$ cat src/rtl/layer_sequencer.sv
// Layer sequencer for the TinyYOLO compute unit: walks the conv-layer descriptor table,
// splits each layer into output-channel groups, configures the unit and issues DMA commands.
module layer_sequencer #(
  parameter int unsigned NUM_FILTERS    = 64,
  parameter int unsigned MAX_LAYERS     = 16,
  parameter int unsigned DESC_W         = 80,
  parameter int unsigned TIMEOUT_CYCLES = 2**24
) (
  input  logic              clk,
  input  logic              rst,
  input  logic              start,
  input  logic              abort,
  input  logic [4:0]        num_layers,
  input  logic              desc_we,
  input  logic [3:0]        desc_waddr,
  input  logic [DESC_W-1:0] desc_wdata,
  output logic [31:0]       cfg_img_width,
  output logic [31:0]       cfg_in_channels,
  output logic [31:0]       cfg_out_channels,
  output logic [31:0]       cfg_quant_M,
  output logic [31:0]       cfg_quant_n,
  output logic              cfg_is_maxpool,
  output logic              cfg_is_1x1,
  output logic [31:0]       cfg_stride,
  output logic              dma_cmd_valid,
  input  logic              dma_cmd_ready,
  output logic [1:0]        dma_cmd_kind,
  output logic [3:0]        dma_cmd_layer,
  output logic [7:0]        dma_cmd_group,
  input  logic              cu_done,
  output logic              busy,
  output logic              done,
  output logic              err,
  output logic [1:0]        err_code
);

  localparam int unsigned NF_SHIFT = $clog2(NUM_FILTERS);
  localparam int unsigned WD_W     = $clog2(TIMEOUT_CYCLES);
  localparam logic [WD_W-1:0] WD_LAST = WD_W'(TIMEOUT_CYCLES - 1);
  localparam logic [12:0]     NF_M1   = 13'(NUM_FILTERS - 1);

  typedef enum logic [3:0] {
    StIdle, StFetch, StConfig, StIssueWr, StIssueParam, StIssuePix,
    StWaitDone, StNextGroup, StNextLayer
  } state_e;

  state_e state_q, state_d;
  logic [4:0]      layer_q, layer_d, nlayers_q, nlayers_d;
  logic [12:0]     group_q, group_d, groups_q, groups_d;
  logic [76:0]     desc_q, desc_d;
  logic [WD_W-1:0] wd_q, wd_d;
  logic            valid_q, valid_d, done_q, done_d, err_q, err_d;
  logic [1:0]      err_code_q, err_code_d;
  logic [31:0]     img_q, img_d, inch_q, inch_d, outch_q, outch_d, qm_q, qm_d;
  logic [31:0]     qn_q, qn_d, stride_q, stride_d;
  logic            mp_q, mp_d, k1_q, k1_d;

  logic [DESC_W-1:0] desc_table [MAX_LAYERS];
  logic [DESC_W-1:0] fetch_desc;
  logic [31:0]       grp_base, remain;
  logic              unused_rsvd;

  always_ff @(posedge clk) begin
    if (desc_we) desc_table[desc_waddr] <= desc_wdata;
  end

  assign fetch_desc  = desc_table[layer_q[3:0]];
  assign unused_rsvd = ^fetch_desc[DESC_W-1:77];

  always_comb begin
    state_d    = state_q;
    layer_d    = layer_q;
    nlayers_d  = nlayers_q;
    group_d    = group_q;
    groups_d   = groups_q;
    desc_d     = desc_q;
    wd_d       = wd_q;
    valid_d    = 1'b0;
    done_d     = 1'b0;
    err_d      = err_q;
    err_code_d = err_code_q;
    img_d      = img_q;
    inch_d     = inch_q;
    outch_d    = outch_q;
    qm_d       = qm_q;
    qn_d       = qn_q;
    mp_d       = mp_q;
    k1_d       = k1_q;
    stride_d   = stride_q;
    grp_base   = 32'(group_q) << NF_SHIFT;
    remain     = 32'(desc_q[35:24]) - grp_base;

    case (state_q)
      StIdle: begin
        if (start) begin
          err_d      = 1'b0;
          err_code_d = 2'd0;
          layer_d    = 5'd0;
          nlayers_d  = num_layers;
          if (num_layers == 5'd0) done_d = 1'b1;
          else                    state_d = StFetch;
        end
      end
      StFetch: begin
        desc_d   = fetch_desc[76:0];
        groups_d = ({1'b0, fetch_desc[35:24]} + NF_M1) >> NF_SHIFT;
        group_d  = 13'd0;
        if (fetch_desc[35:24] == 12'd0 || fetch_desc[23:12] == 12'd0) begin
          err_d      = 1'b1;
          err_code_d = 2'd2;
          state_d    = StNextLayer;
        end else begin
          state_d = StConfig;
        end
      end
      StConfig: begin
        img_d    = 32'(desc_q[11:0]);
        inch_d   = 32'(desc_q[23:12]);
        outch_d  = (remain > NUM_FILTERS) ? NUM_FILTERS : remain;
        qm_d     = desc_q[67:36];
        qn_d     = 32'(desc_q[72:68]);
        mp_d     = desc_q[73];
        k1_d     = desc_q[74];
        stride_d = 32'(desc_q[76:75]);
        state_d  = StIssueWr;
      end
      // valid rises one cycle after entering each issue state and drops after acceptance
      StIssueWr, StIssueParam, StIssuePix: begin
        if (valid_q && dma_cmd_ready) begin
          wd_d = '0;
          case (state_q)
            StIssueWr:    state_d = StIssueParam;
            StIssueParam: state_d = StIssuePix;
            default:      state_d = StWaitDone;
          endcase
        end else begin
          valid_d = 1'b1;
        end
      end
      StWaitDone: begin
        if (cu_done) begin
          state_d = StNextGroup;
        end else if (wd_q == WD_LAST) begin
          err_d      = 1'b1;
          err_code_d = 2'd1;
          state_d    = StIdle;
        end else begin
          wd_d = wd_q + 1'b1;
        end
      end
      StNextGroup: begin
        if (group_q == groups_q - 13'd1) begin
          state_d = StNextLayer;
        end else begin
          group_d = group_q + 13'd1;
          state_d = StConfig;
        end
      end
      StNextLayer: begin
        if (layer_q == nlayers_q - 5'd1) begin
          done_d  = 1'b1;
          state_d = StIdle;
        end else begin
          layer_d = layer_q + 5'd1;
          state_d = StFetch;
        end
      end
      default: state_d = StIdle;
    endcase

    // Abort overrides everything, including a handshake in the same cycle.
    if (abort && state_q != StIdle) begin
      state_d    = StIdle;
      valid_d    = 1'b0;
      done_d     = 1'b0;
      err_d      = 1'b1;
      err_code_d = 2'd3;
    end
  end

  always_ff @(posedge clk) begin
    if (rst) begin
      state_q    <= StIdle;
      layer_q    <= '0;
      nlayers_q  <= '0;
      group_q    <= '0;
      groups_q   <= '0;
      desc_q     <= '0;
      wd_q       <= '0;
      valid_q    <= 1'b0;
      done_q     <= 1'b0;
      err_q      <= 1'b0;
      err_code_q <= 2'd0;
      img_q      <= '0;
      inch_q     <= '0;
      outch_q    <= '0;
      qm_q       <= '0;
      qn_q       <= '0;
      mp_q       <= 1'b0;
      k1_q       <= 1'b0;
      stride_q   <= '0;
    end else begin
      state_q    <= state_d;
      layer_q    <= layer_d;
      nlayers_q  <= nlayers_d;
      group_q    <= group_d;
      groups_q   <= groups_d;
      desc_q     <= desc_d;
      wd_q       <= wd_d;
      valid_q    <= valid_d;
      done_q     <= done_d;
      err_q      <= err_d;
      err_code_q <= err_code_d;
      img_q      <= img_d;
      inch_q     <= inch_d;
      outch_q    <= outch_d;
      qm_q       <= qm_d;
      qn_q       <= qn_d;
      mp_q       <= mp_d;
      k1_q       <= k1_d;
      stride_q   <= stride_d;
    end
  end

  always_comb begin
    case (state_q)
      StIssueParam: dma_cmd_kind = 2'd1;
      StIssuePix:   dma_cmd_kind = 2'd2;
      default:      dma_cmd_kind = 2'd0;
    endcase
  end

  assign dma_cmd_valid    = valid_q;
  assign dma_cmd_layer    = layer_q[3:0];
  assign dma_cmd_group    = group_q[7:0];
  assign busy             = (state_q != StIdle);
  assign done             = done_q;
  assign err              = err_q;
  assign err_code         = err_code_q;
  assign cfg_img_width    = img_q;
  assign cfg_in_channels  = inch_q;
  assign cfg_out_channels = outch_q;
  assign cfg_quant_M      = qm_q;
  assign cfg_quant_n      = qn_q;
  assign cfg_is_maxpool   = mp_q;
  assign cfg_is_1x1       = k1_q;
  assign cfg_stride       = stride_q;

endmodule

$ cat config.mk
export PLATFORM = sky130hd
export DESIGN_NAME = layer_sequencer
export DESIGN_NICKNAME = d
export VERILOG_FILES = /design/src/rtl/layer_sequencer.sv
export SDC_FILE = /design/constraint.sdc
export NUM_CORES = 1
export LEC_CHECK = 0
export ABC_AREA = 1
export BUFFER_PORTS_ARGS = -buffer_cell sky130_fd_sc_hd__buf_2
export CAP_MARGIN = 20
export CORE_MARGIN = 2
export CORE_UTILIZATION = 45
export DETAILED_ROUTE_END_ITERATION = 10
export PLACE_DENSITY_LB_ADDON = 0.08
export SYNTH_ARGS = -nofsm -noshare
export SYNTH_HDL_FRONTEND = slang
export SYNTH_SLANG_ARGS = --single-unit
$ cat constraint.sdc
create_clock -name clk -period 11.3 [get_ports clk]
set_input_delay 2.26 -clock clk [delete_from_list [all_inputs] [get_ports clk]]
set_output_delay 2.26 -clock clk [all_outputs]
set_load 0.005 [all_outputs]
# Word level (Yosys, flattened, before mapping)
# Memory sizes are Yosys's and may differ from the RTL's. A register that Yosys moved wholly into a read port is not among the register bits.
# Cells that the tools add are included.
# totals
reg_bits	237
ram_bits	1280
in_bits	96
output_inout_bits	214
elab_cells	115
mem_count	1
# memory_table
memory	depth	width	read_ports	rd_ports_with_merged_regs	wr	line	text
desc_table	16	80	1	1	1	58	logic [DESC_W-1:0] desc_table [MAX_LAYERS];
# op_classes
addsub	7
n_lt_le_gt_ge	1
eq_ne	23
n_mux	42
bitwise	1
reduce_logical	21
# ops
cell	count
$mux 24	3
$pmux 24 s2	1
$mux 4	9
$gt 32x7->1 const B	1
$mux 32	1
$pmux 4 s7	1
$pmux 13 s2	1
$add 24x1->24 const B	1
$eq 24x24->1 const B	1
$logic_not 12->1	2
$sub 12x19->20	1
$eq 4x3->1 const B	4
$ne 3x3->1 const B	5
$ne 2x2->1 const B	7
$add 12x6->13 const B	1
$add 13x1->13 const B	1
$eq 13x13->1	1
$mux 13	1
$mux 1	12
$mux 2	5
$mux 5	2
$pmux 5 s2	1
$eq 4x2->1 const B	2
$pmux 2 s2	2
other kinds (22)	29

# Longest topological paths before layout
# logic_depth
word_depth	6
ltp_mapped	19
mapped_depth_nobuf	17

# Worst setup path before layout
# OpenSTA, ideal clock, no wires.
# synth_path
path_kind	input-to-reg
startpoint	input port desc_waddr[2]
endpoint	memory desc_table[10][0] (enable)
setup_ns	0.513
arrival_ns	5.689
required_time_ns	10.787
setup_slack_ns	5.098
cell_stages	2
n_path_buf	0
cell_sequence	nand3b_1 nor2_1
# synth_lines
element	line	text
start, declared	15	input logic [3:0] desc_waddr,
end, declared	58	
# Straight into the memory's write port.

==> results.toml <==
[status]
status = "complete, no violations"

[placed_design]
placed_cell_area_mm2 = 0.0606
dp_hpwl_um = 80500
gp_congestion = 0.797
preCtsSetupSlack_ns = 6.09
numPortBuffers = 209

[detailed_routing]
dr.first_iter.drc_count = 3245
routedWlPerCell_um = 22.4
vias = 38303
wl_um = 159000
viasPerCell = 5.42
ant_nets = 0
drcViolationCount = 0
firstDrtPassIters = 7

[synth]
yosysSeqAreaShare_pct = 70.9
yosys-top-cells-area = "edfxtp_1, dfxtp_1, o21ai_0, nor2_1, nand2_1"
yosys_warnings = 0
yosysUniqueCellTypes = 47
synth_area_mm2 = 0.0587
synth_common_cells = "edfxtp_1, nor2_1, o21ai_0, nand2_1, inv_1"
yosys.area.top_type = "edfxtp_1"
ys.flop_type = "edfxtp_1"
synth.avg_cell_area_um2 = 11.5
yosysMostFrequentCell = "edfxtp_1"
ys_ff_latch = 1461
async_reset_ff_share_pct = 0
yosys.area.top_type_share_pct = 63.1
synth_cells = 5106
synth-edff-count = 1232

[pwr]
power_density_mw_per_mm2 = 197
leakagePower_uw = 0.0236
ir_drop_mv = 0.161

[timing]
setup-tns-final_ns = 0
clock_skew_ns = 0.0221
fin_ws_ns = 6.82
fmax_ghz = 0.223
finalCriticalPeriod_ns = 4.48
slew_headroom_pct = 24.2
setup-violations-final = 0
tightest_slew_ns = 1.14
finalHoldViolCount = 0
maxSlewViolCount = 0
rsz0062_at_grt = "false"
fin_crit_sh_pct = 39.6

[global_route]
overflow = 0
grt_pass1_vias = 35405
antenna_found_initial = 23
grtUsageTotal_pct = 23.7
grt_pass1_wl_um = 234000
grt_max_degree = 187

[cts]
clk_latency_ns = 0.79
cts_buffers = 156
cts_max_level = 4
root_buffer = "clkbuf_16"
cts_resized = 0
tritoncts = "yes"
cts_buffer_depth = 3
cts_setup_buffers = 0
cts.clk_slew.worst_paths_ns = 0.06
cts_sinks = 1461
cts_hold_buf = 0

[critical_path]
worstSetupEndpoint = "err_code[1]"
path_class = "flop to flop"
cp-start-kind = "flop"
reg2reg_depth = 17
r2r_end = "err_code[1]"
worstPathRequired_ns = 11.97
end_kind = "flop"
rrSetupSlack_ns = 6.82
crit_arrival_ns = 5.15
worstPathMaxFanout = 177

[floorplan]
die_area_mm2 = 0.133
rows = 132
dieHeight_um = 365
die_w_um = 365
core_mm2 = 0.129
start_util_pct = 45.3
io_pins = 310

[finish]
fillers = 11609
fin_area_mm2 = 0.0656
multi_input_area_mm2 = 0.0142
drive_gt1_share_pct = 9.99
regArea_mm2 = 0.0416
fin_nets = 5309
syn2layout_area_growth_pct = 11.9

[min_path]
min_path_type = "flop to flop"

[job]
maxCapViolations = 0
==> worst min path at each step <==
stage | endpoint | cells after the start | from | slack (ns)
finish | cfg_out_channels[7] | 2 | cfg_out_channels[7] | 0.43
global route | cfg_out_channels[7] | 2 | cfg_out_channels[7] | 0.44
CTS | cfg_out_channels[10] | 2 | cfg_out_channels[10] | 0.44
detailed placement | cfg_out_channels[10] | 2 | cfg_out_channels[10] | 0.43
global placement | cfg_out_channels[12] | 2 | cfg_out_channels[12] | 0.42
floorplan | cfg_in_channels[10] | 2 | desc_q[22] | 0.42
==> placed cells by master (no fill, tap or decap), types with 30 or more instances in the layout <==
cell type,count
a21oi_1,138
buf_2,208
buf_4,58
clkbuf_1,41
clkbuf_16,168
conb_1,97
dfxtp_1,225
edfxtp_1,1232
inv_1,275
nand2_1,535
nand3_1,219
nor2_1,846
nor3_1,30
o21ai_0,675
o21ai_1,68
o22ai_1,256
==> per-layer routing <==
metal  vias up  track usage (%)  part of all wire [%]
li1      18016                -                     -
met5         -                0                 0.093
met4        22             5.58                   1.7
met2      1029             38.0                    47
met3       227             4.65                   6.2
met1     19009             33.3                    45
==> logic make-up (layout without fill, tap and decap cells) <==
logic type	Yosys count	in the layout	share of synthesized area (%)
adders and majority gates	12	12	0.269
xor gates and xnor gates	26	26	0.388
DFF	1461	1461	70.9
AOI/OAI and AO/OA	1200	1200	11.1
other	1	100	0.00639
and+or+nand+nor	1689	1689	11.6
buffers and inverters	717	842	5.78
==> registers in the layout, summed over array words and instances (netlist names), 2 cells and up, named ones only <==
| name | flops |
|---|---|
| err_code | 2 |
| group_q | 13 |
| groups_q | 7 |
| cfg_img_width | 12 |
| cfg_stride | 2 |
| cfg_quant_n | 5 |
| desc_table | 1232 |
| nlayers_q | 5 |
| state_q | 4 |
| wd_q | 24 |
| cfg_quant_M | 32 |
| cfg_in_channels | 12 |
| layer_q | 5 |
| desc_q | 77 |
| cfg_out_channels | 20 |
==> worst max-delay path, cell delays in order (launching register included) <==
cell	delay, ns
dfxtp_4	0.81
buf_4	0.82
buf_12	0.66
nand2_1	0.11
nand3_1	0.11
nand3_1	0.14
nand3_1	0.14
nand2_1	0.26
nor2_1	0.22
nand2_1	0.07
nor2_1	0.15
nand2_1	0.14
nand3_2	0.13
nand2_1	0.08
nand2_2	0.10
nand3_1	0.07
nand2_1	0.07
nor2_1	0.05
==> area by class of cell <==
class / count / share of cell area, %
tap: 1742 / 3.32
clock buffer: 226 / 7.00
sequential: 1461 / 63.4
multi-input combinational: 3024 / 21.6
inverter: 287 / 1.68
clock inverter: 58 / 0.595
timing repair buffer: 271 / 2.40
antenna: 3 / 0.0114
==> through the flow <==
step	hold slack (ns)	power, uW	utilization (%)	std cells
5_1_grt	0.443	13500	50.7	7070
6_report	0.433	12900	50.7	7072
3_5_place_dp	0.426	8060	46.8	6785
3_3_place_gp	0.424	8050	46.8	6785
4_1_cts	0.436	13000	50.7	7069
2_1_floorplan	0.425	7430	-	5202
==> where the power goes <==
part           internal, uW  switching (uW)
sequential             6120             125
combinational           514            1180
clock                  2900            2070
total                  9540            3380
Power figures use the tool's default switching activity.
